File: src/rtl/conv_seq_pkg.sv
// Shared types for the convolution layer sequencer.
//   seq_state_e  : sequencer FSM states
//   layer_cfg_t  : layer configuration record (matrix_row, matrix_col, out_rows)
//   ARRAY_COLS_DEFAULT / ROW_W_DEFAULT / OUT_W_DEFAULT : default geometry
package conv_seq_pkg;

   localparam int ARRAY_COLS_DEFAULT = 8;
   localparam int ROW_W_DEFAULT      = 16;
   localparam int OUT_W_DEFAULT      = 32;

   typedef enum logic [2:0] {
      IDLE   = 3'd0,
      LOAD_W = 3'd1,
      WAIT_W = 3'd2,
      STREAM = 3'd3,
      NEXT   = 3'd4
   } seq_state_e;

   typedef struct packed {
      logic [ROW_W_DEFAULT-1:0] matrix_row;
      logic [ROW_W_DEFAULT-1:0] matrix_col;
      logic [OUT_W_DEFAULT-1:0] out_rows;
   } layer_cfg_t;

endpackage

File: src/rtl/tile_beat_counter.sv
// Counts accepted output beats (valid && ready) within one tile.
//   clk, reset      : clock, async active-high reset
//   clear           : synchronous clear (outside streaming, or on abort)
//   enable          : beats are only counted while high
//   out_valid/ready : monitored output handshake
//   out_rows        : beats expected in the tile (never zero)
//   tile_last_beat  : high in the cycle the final beat of the tile is accepted
import conv_seq_pkg::*;

module tile_beat_counter #(
   parameter int OUT_W = OUT_W_DEFAULT
) (
   input  logic             clk,
   input  logic             reset,
   input  logic             clear,
   input  logic             enable,
   input  logic             out_valid,
   input  logic             out_ready,
   input  logic [OUT_W-1:0] out_rows,
   output logic             tile_last_beat
);

   localparam logic [OUT_W-1:0] ONE = OUT_W'(1);

   logic [OUT_W-1:0] beat_count;
   logic             beat;

   assign beat = enable && out_valid && out_ready;

   always_ff @(posedge clk or posedge reset) begin
      if (reset)
         beat_count <= '0;
      else if (clear)
         beat_count <= '0;
      else if (beat)
         beat_count <= beat_count + ONE;
   end

   // Flag the final beat as it is accepted so the FSM leaves on the next edge.
   assign tile_last_beat = beat && (beat_count == (out_rows - ONE));

endmodule

File: src/rtl/conv_layer_sequencer.sv
// Runs one conv/matmul layer by splitting Cout into ARRAY_COLS-wide tiles:
// per tile it starts the weight cache, waits for the cached indication,
// starts the img2col stream and counts output beats; done after last tile.
//   start/abort            : layer start request / synchronous cancel
//   cfg_*                  : layer configuration, latched on accepted start
//   wc_*                   : weight cache control and tile geometry
//   wc_weight_cached       : weight cache has loaded the current tile
//   i2c_start              : img2col stream start pulse
//   out_valid/out_ready    : monitored output handshake
//   tile_idx/busy/done     : progress status
//   cfg_err                : start rejected because a cfg field was zero
//
// state  | meaning
// IDLE   | no layer; waiting for start
// LOAD_W | wc_start pulse for the current tile
// WAIT_W | waiting for wc_weight_cached
// STREAM | img2col running; counting output beats
// NEXT   | tile finished; advance tile or finish layer
import conv_seq_pkg::*;

module conv_layer_sequencer #(
   parameter int ARRAY_COLS = ARRAY_COLS_DEFAULT,
   parameter int ROW_W      = ROW_W_DEFAULT,
   parameter int OUT_W      = OUT_W_DEFAULT
) (
   input  logic             clk,
   input  logic             reset,
   input  logic             start,
   input  logic             abort,
   input  logic [ROW_W-1:0] cfg_matrix_row,
   input  logic [ROW_W-1:0] cfg_matrix_col,
   input  logic [OUT_W-1:0] cfg_out_rows,
   output logic             wc_start,
   output logic [ROW_W-1:0] wc_matrix_row,
   output logic [ROW_W-1:0] wc_matrix_col,
   output logic [OUT_W-1:0] wc_out_rows,
   output logic             wc_layer_end,
   input  logic             wc_weight_cached,
   output logic             i2c_start,
   input  logic             out_valid,
   input  logic             out_ready,
   output logic [ROW_W-1:0] tile_idx,
   output logic             busy,
   output logic             done,
   output logic             cfg_err
);

   localparam logic [ROW_W-1:0] COLS_W  = ROW_W'(ARRAY_COLS);
   localparam logic [ROW_W-1:0] ONE_ROW = ROW_W'(1);

   seq_state_e       state;
   layer_cfg_t       cfg_in;
   logic [ROW_W-1:0] remaining;
   logic [ROW_W-1:0] tile_w;
   logic             cfg_bad;
   logic             last_tile;
   logic             tile_last_beat;

   assign cfg_in.matrix_row = cfg_matrix_row;
   assign cfg_in.matrix_col = cfg_matrix_col;
   assign cfg_in.out_rows   = cfg_out_rows;

   assign cfg_bad = (cfg_in.matrix_row == '0) || (cfg_in.matrix_col == '0) ||
                    (cfg_in.out_rows == '0);

   // remaining is zero whenever idle, so the tile width reads zero there too.
   assign tile_w        = (remaining < COLS_W) ? remaining : COLS_W;
   assign last_tile     = (remaining <= COLS_W);
   assign wc_matrix_col = tile_w;
   assign wc_layer_end  = busy && last_tile;

   tile_beat_counter #(.OUT_W(OUT_W)) u_beat_cnt (
      .clk            (clk),
      .reset          (reset),
      .clear          ((state != STREAM) || abort),
      .enable         (state == STREAM),
      .out_valid      (out_valid),
      .out_ready      (out_ready),
      .out_rows       (wc_out_rows),
      .tile_last_beat (tile_last_beat)
   );

   always_ff @(posedge clk or posedge reset) begin
      if (reset) begin
         state         <= IDLE;
         remaining     <= '0;
         tile_idx      <= '0;
         wc_matrix_row <= '0;
         wc_out_rows   <= '0;
         busy          <= 1'b0;
         wc_start      <= 1'b0;
         i2c_start     <= 1'b0;
         done          <= 1'b0;
         cfg_err       <= 1'b0;
      end else begin
         wc_start  <= 1'b0;
         i2c_start <= 1'b0;
         done      <= 1'b0;
         cfg_err   <= 1'b0;

         // abort has priority over everything, including a final beat.
         if (abort && (state != IDLE)) begin
            state     <= IDLE;
            remaining <= '0;
            tile_idx  <= '0;
            busy      <= 1'b0;
         end else begin
            case (state)
               IDLE: begin
                  if (start) begin
                     if (cfg_bad) begin
                        cfg_err <= 1'b1;
                     end else begin
                        wc_matrix_row <= cfg_in.matrix_row;
                        wc_out_rows   <= cfg_in.out_rows;
                        remaining     <= cfg_in.matrix_col;
                        tile_idx      <= '0;
                        busy          <= 1'b1;
                        wc_start      <= 1'b1;
                        state         <= LOAD_W;
                     end
                  end
               end
               // wc_weight_cached is deliberately not sampled here: a level
               // left over from the previous tile must not skip the wait.
               LOAD_W: state <= WAIT_W;
               WAIT_W: begin
                  if (wc_weight_cached) begin
                     i2c_start <= 1'b1;
                     state     <= STREAM;
                  end
               end
               STREAM: begin
                  if (tile_last_beat) begin
                     done  <= last_tile;
                     state <= NEXT;
                  end
               end
               NEXT: begin
                  remaining <= remaining - tile_w;
                  if (last_tile) begin
                     tile_idx <= '0;
                     busy     <= 1'b0;
                     state    <= IDLE;
                  end else begin
                     tile_idx <= tile_idx + ONE_ROW;
                     wc_start <= 1'b1;
                     state    <= LOAD_W;
                  end
               end
               default: state <= IDLE;
            endcase
         end
      end
   end

endmodule

File: config.mk
export PLATFORM = sky130hd
export DESIGN_NAME = conv_layer_sequencer
export DESIGN_NICKNAME = d
export VERILOG_FILES = /design/src/rtl/conv_seq_pkg.sv /design/src/rtl/tile_beat_counter.sv /design/src/rtl/conv_layer_sequencer.sv
export SDC_FILE = /design/constraint.sdc
export NUM_CORES = 1
export LEC_CHECK = 0
export BUFFER_PORTS_ARGS = -buffer_cell sky130_fd_sc_hd__buf_4
export CORE_MARGIN = 10
export CORE_UTILIZATION = 50
export CTS_CLUSTER_SIZE = 16
export DETAILED_ROUTE_END_ITERATION = 10
export GPL_TIMING_DRIVEN = 0
export PLACE_DENSITY_LB_ADDON = 0.2
export SYNTH_ARGS = -nofsm -noshare
export SYNTH_HDL_FRONTEND = slang
export SYNTH_SLANG_ARGS = --single-unit
File: constraint.sdc
create_clock -name clk -period 3.6 [get_ports clk]
set_clock_uncertainty 0.15 [all_clocks]
set_input_delay 0.18 -clock clk [delete_from_list [all_inputs] [get_ports clk]]
set_output_delay 0.18 -clock clk [all_outputs]
set_load 0.005 [all_outputs]
# Word-level counts from Yosys, hierarchy flattened
# Cells that the tools add are included.
# word_totals
inputBits	71
register_bits	120
output_inout_bits	86
wordCells	88
# op_classes
n_bitwise	2
magnitude_cmp	2
muxes	39
n_addsub	4
n_reduce_logical	19
eq_ne	11
# op_table
cell	count
16-bit two-way mux	8
32-bit two-way mux	2
16-bit one-hot mux with 2 select lines	2
32-bit by 1-bit adder with 32-bit output, second input constant	1
32-bit == test	1
16-bit logical NOT	2
32-bit logical NOT	1
32-bit by 1-bit subtractor with 32-bit output, second input constant	1
1-bit two-way mux	19
16-bit by 1-bit adder with 16-bit output, second input constant	1
16-bit by 4-bit <= comparator with 1-bit output, second input constant	1
16-bit by 4-bit less-than comparator with 1-bit output, second input constant	1
16-bit subtractor	1
3-bit two-way mux	5
3-bit != test, second input constant	5
3-bit one-hot mux with 5 select lines	1
4-bit AND reduction	3
3-bit by 2-bit == test with 1-bit output, second input constant	2
3-bit nonzero test	2
1-bit logical AND	5
1-bit one-hot mux with 2 select lines	2
3-bit by 1-bit == test with 1-bit output, second input constant	1
3-bit == test, second input constant	1
3-bit logical NOT	1
other kinds (5)	8

# Depth between registers and ports, before layout
# Gate-level depths: netlist of the first run.
# depth
word_depth	7
ltp_mapped	13
depth_no_buf	12

# By module
# From an unflattened synthesis of the first run, not the netlist that was laid out.
# unflattened
cells_unflattened	864
hier_area_um2	7399.6
# modules_own_cells
module	area_each_um2	cells_per_inst	n_inst
conv_layer_sequencer	4724.5	539	1
tile_beat_counter	2675.1	325	1

# Worst setup path after synthesis of the first run
# Ideal clock, no wire load.
# synth_path
path_type	register to register
startpoint	register wc_out_rows[0]
endpoint	register done
setup_time_ns	0.086
required_time_ns	3.364
t_arrival_ns	2.509
synth_period_minus_slack_ns	2.745
stages_incl_launch_ff	10
path_slack_ns	0.855
cell_sequence	dfrtp_1 > inv_1 > ha_1 > and2b_2 > nand4_2 > or4_4 > o31ai_4 > nand4_1 > or4_1 > nor3_1
# synth_between
elab_chain_cells	6
# synth_rtl
element	line	source
start: declaration	conv_layer_sequencer.sv:36	output logic [OUT_W-1:0] wc_out_rows,
start signal: assignment	conv_layer_sequencer.sv:115	wc_out_rows <= cfg_in.out_rows;
32-bit by 1-bit subtractor with 32-bit output	tile_beat_counter.sv:40	assign tile_last_beat = beat && (beat_count == (out_rows - ONE));
32-bit == test	tile_beat_counter.sv:40	
1-bit logical AND	tile_beat_counter.sv:40	
1-bit two-way mux	conv_layer_sequencer.sv:134	if (tile_last_beat) begin
1-bit two-way mux	conv_layer_sequencer.sv:108	case (state)
1-bit two-way mux	conv_layer_sequencer.sv:102	if (abort && (state != IDLE)) begin
end signal: assignment	conv_layer_sequencer.sv:135	done <= last_tile;
end: declaration	conv_layer_sequencer.sv:44	output logic done,
# No other way between the ends.
# A chain may end at the register's enable or synchronous reset.

# Worst setup path after layout of the first run
# layout_path
startpoint	input port cfg_out_rows[6]
endpoint	register remaining[8]
# layout_between
elab_chain_cells	4
# layout_rtl
element	line	source
start: declaration	conv_layer_sequencer.sv:32	input logic [OUT_W-1:0] cfg_out_rows,
32-bit logical NOT	conv_layer_sequencer.sv:64	(cfg_in.out_rows == '0);
1-bit logical OR	conv_layer_sequencer.sv:63	assign cfg_bad = (cfg_in.matrix_row == '0) || (cfg_in.matrix_col == '0) ||
3-bit != test (no line)	-	
3-bit AND reduction (no line)	-	
end signal: assignment	conv_layer_sequencer.sv:116	remaining <= cfg_in.matrix_col;
end signal: assignment	conv_layer_sequencer.sv:140	remaining <= remaining - tile_w;
end: declaration	conv_layer_sequencer.sv:53	logic [ROW_W-1:0] remaining;
# No other way between the ends.

==> metrics.txt, run 1 <==
status complete, no violations; clk slew on worst S/H paths 0.05 ns; synth unique cells 71; Remaining DRCs 0; Max IR drop VDD 0.000464 V; #FFs+latches synth 120; GRT Resource Usage Total 0.219; Num CTS Buffers 17; static leakage about 4 nW; die area between 0.015 and 0.02 sq mm; Max stage delay on crit path 0.61 ns; CP Buf/Inv Count 3; crit path DAT ~3.5 ns; switching part of the total 0.355; WL met1 9550 um; Peak Freq 0.301 GHz; clk root buf clkbuf_16; number of global-route vias before repair 6750; 1st-iter DRT viols 592; wirelength, routed 21100 um; Max-Cap Viols 0; fraction of layout instances using a drive strength above 1 0.259; CP top delay family buffers and inverters; Layout Cells excl Fill 1175; Skew-Pair Late Insertion Delay 0.41 ns; most common cell in the netlist dfrtp_1; gr ovfl total 0; CP Data Required Time about 3.8 ns; Worst Path Class, Setup in2reg; GPL Wtd Cong 0.921; slowest CP cell nor4_1; sequential fraction of the synthesis area 0.430; largest cells by area after synthesis dfrtp_1 43%, mux2_2 7.9%, xnor2_1 4.8%; Worst Path Max Fanout 10; Internal Power about 4 mW; Chip Width 138 um; placed insts 1078; 1st-pass router iterations 6; fillcell total 1034; final setup violation count 0; worst-path cell chain dlygate4sd3_1 > buf_4 > nor4_1 > nand4_1 > o211ai_1 > o21bai_1 > mux2i_2 > clkbuf_1 > o21ai_0 > o21ai_0; Final ANT Viol Nets 0; Crit path top cell by count o21ai_0; Yosys top cell area share 0.430; Worst slew margin 0.416; Post-CTS Setup Inserts 0; Seq pwr share 0.362; H-tree Lvls 4; Fin. Hold Viols 0; Starting Density 0.507; CTS tree yes; IO buf count 143; Slew @ Worst Pin just under 0.9 ns; max-slew violation count 0; total number of vias 6655; period utilisation layout 0.923; clock network fraction of design power 0.276; pin count of the biggest net entering global routing 85; Area Overhead vs Synth 37.9%; top cells by count, synth 120 x dfrtp_1, 76 x nor2_1, 60 x o21ai_0; P_sw 2.20 mW; Tot Pwr 6.22 mW; Layout Utilization 0.698; post-route minimum period between 3 and 4 ns; Syn Area/Cell 9.40 sq um; Post-synth top flop dfrtp_1; Yosys top cell by area dfrtp_1; Routed wire per std cell 18.0 um; Power Dens Cells between 600 and 700 mW/mm^2; initial antenna violation count 0; HPWL after DPL 14900 um; Post-Syn Area 0.00698 sq mm; CTS Sinks 120; # rows 43; Max clock buf depth 2; vias per cell 5.66; Max Used Layer met4; Gate power share 0.362; Nets 1058; Startpoint Class primary input; first-pass GRT wire length 35100 um; Die H ~140 um; met3 wire length 1730 um; crit path capture type flop; async set-reset flop share out of synthesis 1.00; Core Footprint 0.0138 sq mm; I/O pins 157; number of synthesized flops with an enable pin 0; Post-Synthesis Cells 742; diodes inserted 0; Hold/Removal Path Class in2reg; RSZ-0062 raised after global routing false; WL met2 between 9000 and 10000 um; yosys warns 0; WHS 0.0225 ns
## cell usage in the layout, fill, tap and decap left out, types with 5 or more instances in the layout
cell and n:
nor4_1 29, nor3_1 31, mux2_2 49, o21ai_0 60, dlygate4sd3_1 66, mux2i_1 5
a31oi_1 7, or3_1 9, inv_1 16, nand4_1 18, dfrtp_1 120, nand2_1 38
xor2_1 28, xnor2_1 38, and3_1 16, nor2_1 76, clkbuf_1 36, a21oi_1 34
buf_4 155, nand2b_1 7, nand3_1 23, clkbuf_16 17, conb_1 13, and2_1 8
## registers in the layout, indices dropped and copies added, names as in the netlist
| signal | count |
|---|---|
| remaining | 16 |
| wc_matrix_row | 16 |
| i2c_start | 1 |
| wc_out_rows | 32 |
| wc_start | 1 |
| state | 3 |
| busy | 1 |
| cfg_err | 1 |
| done | 1 |
| tile_idx | 16 |
| u_beat_cnt.beat_count | 32 |
## routing by layer
layer  track usage  up-vias
li1              -     3150
met1         0.285     3188
met2         0.342      284
met3        0.0678       33
met4        0.0688        0
met5             0        -
## stage by stage
step | setup TNS (ns) | cell area (sq um) | setup WS (ns)
3_3_place_gp | -166.71 | 8320 | -1.40
3_5_place_dp | 0 | 8350 | 0.119
6_report | 0 | 9620 | 0.275
5_1_grt | 0 | 9620 | 0.0352
2_1_floorplan | 0 | 7020 | 0.0842
4_1_cts | 0 | 9600 | 0.0992
## worst paths after layout
| check | start | to | slack, ns | cells after the start |
|---|---|---|---|---|
| worst max-delay path | cfg_out_rows[6] | remaining[8] | 0.28 | 10 |
| worst min-delay path | out_ready | u_beat_cnt.beat_count[1] | 0.02 | 4 |
| worst max register to register | wc_out_rows[0] | done | 0.29 | 10 |
| worst min register to register | tile_idx[11] | tile_idx[11] | 0.35 | 1 |
| max in group asynchronous | reset | wc_out_rows[6] | 2.37 | 4 |
| min in group asynchronous | reset | wc_matrix_row[12] | 0.17 | 3 |
## area by class of cell
cell class | count | area, sq um | share of cell area
multi-input combinational | 571 | 3740 | 0.389
timing repair buffer | 210 | 1760 | 0.183
sequential | 120 | 3000 | 0.312
tap | 180 | 225 | 0.0234
clock inverter | 8 | 121 | 0.0126
inverter | 17 | 68.8 | 0.00715
clock buffer | 23 | 468 | 0.0486
buffer | 46 | 226 | 0.0235
## kinds of logic after synthesis
| family | Yosys count | share of synthesized area |
|---|---|---|
| mux | 55 | 0.0877 |
| fa+ha+maj | 4 | 0.00717 |
| flops | 120 | 0.430 |
| compound gates | 136 | 0.116 |
| xor+xnor | 66 | 0.0829 |
| buf+inv | 63 | 0.0416 |
| simple gates | 297 | 0.233 |
| other cells | 1 | 0.000538 |
## repair_timing
action | CTS | global route
setup endpoints to repair | 0 | 27
endpoints found under the hold margin | 101 | 0
hold buffers | 66 | 0
gates resized for setup | 0 | 4
## worst min-delay path, cell delays in order
cell	delay [ns]
buf_4	0.10
nand2_1	0.12
nand2_1	0.09
a21oi_1	0.06
## power by group through the flow
| stage | combinational (mW) | clock [mW] | sequential, mW |
|---|---|---|---|
| floorplan | 1.28 | 0 | 2.12 |
| global placement | 2.12 | 0 | 2.23 |
| detailed placement | 2.16 | 0 | 2.25 |
| CTS | 2.23 | 1.73 | 2.24 |
| global route | 2.48 | 1.79 | 2.32 |
| finish | 2.25 | 1.72 | 2.25 |
Power figures use the tool's default switching activity.
==> run 2: changes to the inputs <==
BUFFER_PORTS_ARGS = -buffer_cell sky130_fd_sc_hd__buf_2   (was -buffer_cell sky130_fd_sc_hd__buf_4)
==> run 2 against run 1 <==
First-iteration DRC count down 7.3%. Worst setup slack worse by 0.069 ns. Non-clock buffer count up 1. Sequential share of layout area up 1.2 points. Total power down 2.8%. Highest routed layer unchanged.
==> metrics.txt, run 2 (same netlist as run 1, synthesis figures left out) <==
status complete, no violations; Final ANT Viol Nets 0 (unchanged); most common cell after layout, fill and taps aside buf_2; Routed wire per std cell 18.1 um (+0.61%); fillcell total 1120 (+8.3%); slowest CP cell a2111oi_1; 1st-pass router iterations 5 (-1); Core Footprint 0.0138 sq mm (unchanged); worst-path cell chain inv_1 > ha_1 > and2b_2 > and4_2 > buf_2 > xnor2_1 > a2111oi_1 > nand4_1 > or4_1 > nor3_1; number of global-route vias before repair 6661 (-1.3%); HPWL after DPL 14800 um (-0.81%); IO buf count 143 (unchanged); fraction of layout instances using a drive strength above 1 0.260 (+0.000483); period utilisation layout 0.943 (+0.0193); pin count of the biggest net entering global routing 89 (+4.7%); GPL Wtd Cong 0.911 (-1.0%); Skew-Pair Late Insertion Delay 0.42 ns (about the same); Hold/Removal Path Class in2reg; I/O pins 157 (unchanged); Slew @ Worst Pin 0.842 ns (-0.0273 ns); Chip Width 138 um (unchanged); clk slew on worst S/H paths 0.06 ns (about the same); largest registers u_beat_cnt.beat_count: 32 flops, wc_out_rows: 32 flops; gr ovfl total 0 (unchanged); Tot Pwr 6.04 mW (-2.8%); Worst slew margin 0.435 (+0.0183); reg2reg path depth 10 (unchanged); Startpoint Class flop; Reg-to-Reg End done; total number of vias 6613 (-0.63%); crit path DAT 3.55 ns (+0.07 ns); Die H 138 um (unchanged); H-tree Lvls 4 (unchanged); crit path capture type flop; CP endpoint done; Max clock buf depth 2 (unchanged); Num CTS Buffers 17 (unchanged); worst setup margin 0.206 ns (-0.0693 ns); Worst Setup SP wc_out_rows[0]; initial antenna violation count 0 (unchanged); Layout Cells excl Fill 1177 (+0.17%); Starting Density 0.507 (unchanged); Area Overhead vs Synth 33.0%; Power Dens Cells 651 mW/mm^2 (+0.78%); static leakage 4.00 nW (-2.4%); RSZ-0062 raised after global routing false; placed insts 1078 (unchanged); Post-CTS Setup Inserts 0 (unchanged); clk root buf clkbuf_16; diodes inserted 0 (unchanged); WHS 0.0479 ns (+0.0254 ns); Worst Path Max Fanout 7 (-3); Max stage delay on crit path 0.58 ns (-0.03 ns); wirelength, routed 21300 um (+0.78%); Setup TNS Final 0 ns (unchanged); Max IR drop VDD 0.000431 V (-7.1%); 1st-iter DRT viols 549 (-7.3%); Post-Place Setup Slack 0.169 ns (+0.0501 ns); Worst Path Class, Setup reg2reg; GRT Resource Usage Total 0.219 (-0.000538); Fin. Hold Viols 0 (unchanged); vias per cell 5.62 (-0.80%); Nets 1059 (+0.095%); R2R Setup Slk 0.21 ns (-0.08 ns); Peak Freq 0.295 GHz (-2.0%); # rows 43 (unchanged); max-slew violation count 0 (unchanged); Max-Cap Viols 0 (unchanged); CP Data Required Time 3.76 ns (about the same); CTS tree yes; first-pass GRT wire length 34900 um (-0.69%); reg-to-reg startpoint wc_out_rows[0]; CTS Sinks 120 (unchanged); die area 0.0191 sq mm (unchanged); post-route minimum period 3.39 ns (+0.0693 ns); Remaining DRCs 0 (unchanged); commonest cells after routing, fill and taps aside 144 x buf_2, 120 x dfrtp_1, 76 x nor2_1, 67 x dlygate4sd3_1, 60 x o21ai_0; final setup violation count 0 (unchanged)
[run 2: cell types whose count changed in the layout (fill, tap and decap cells not counted), sizes merged]
cell | before | now
clkbuf | 55 | 53
clkinvlp | 1 | 3
clkinv | 4 | 5
dlygate4sd3 | 66 | 67
[run 2: timing repair]
item,in CTS,in global routing
setup endpoints to repair,0,19
resized for setup,0,3
hold buffers,67,0
endpoints found under the hold margin,98,0
[run 2: per-stage QoR]
step / instance area [sq um] / utilization
2_1_floorplan: 7020 / -
3_3_place_gp: 7960 / 0.578
3_5_place_dp: 8000 / 0.580
4_1_cts: 9270 / 0.673
5_1_grt: 9280 / 0.674
6_report: 9280 / 0.674
[run 2: area by class of cell]
cell class	count	area [sq um]	area share
Multi-Input combinational cell	571	3740	0.403
Sequential cell	120	3000	0.324
Timing Repair Buffer	211	1410	0.152
Clock buffer	21	450	0.0486
Buffer	46	226	0.0244
Tap cell	180	225	0.0243
Clock inverter	11	149	0.0161
Inverter	17	68.8	0.00742
[run 2: worst min path at each step]
stage | from | end | slack [ns] | depth (start not counted)
floorplan | cfg_matrix_col[15] | remaining[15] | 0.16 | 1
global placement | cfg_matrix_row[13] | wc_matrix_row[13] | 0.28 | 2
detailed placement | reset | wc_matrix_row[12] | 0.03 | 2
CTS | out_valid | u_beat_cnt.beat_count[1] | 0.04 | 4
global route | out_ready | u_beat_cnt.beat_count[1] | 0.07 | 4
finish | out_valid | u_beat_cnt.beat_count[1] | 0.05 | 4
[run 2: where the power goes]
group / internal, mW / leakage, nW / switching [mW] / total, mW
Sequential: 1.71 / 1.55 / 0.533 / 2.24
Combinational: 1.01 / 2.16 / 1.05 / 2.07
Clock: 1.11 / 0.283 / 0.628 / 1.73
[run 2: worst max-delay path: cells and delay by family (launching register included)]
family / cells / cell delay [ns]
AND/OR/NAND/NOR: 5 / 1.42
flip-flops: 1 / 0.48
buffers and inverters: 2 / 0.23
AO/OA/AOI/OAI: 1 / 0.58
adder cells (fa/ha/maj): 1 / 0.23
XOR/XNOR: 1 / 0.18
[run 2: routing by layer]
layer,wire length [um],GRT usage
met5,0,0
met2,9760,0.336
met1,9520,0.288
met3,1690,0.0712
met4,331,0.0633
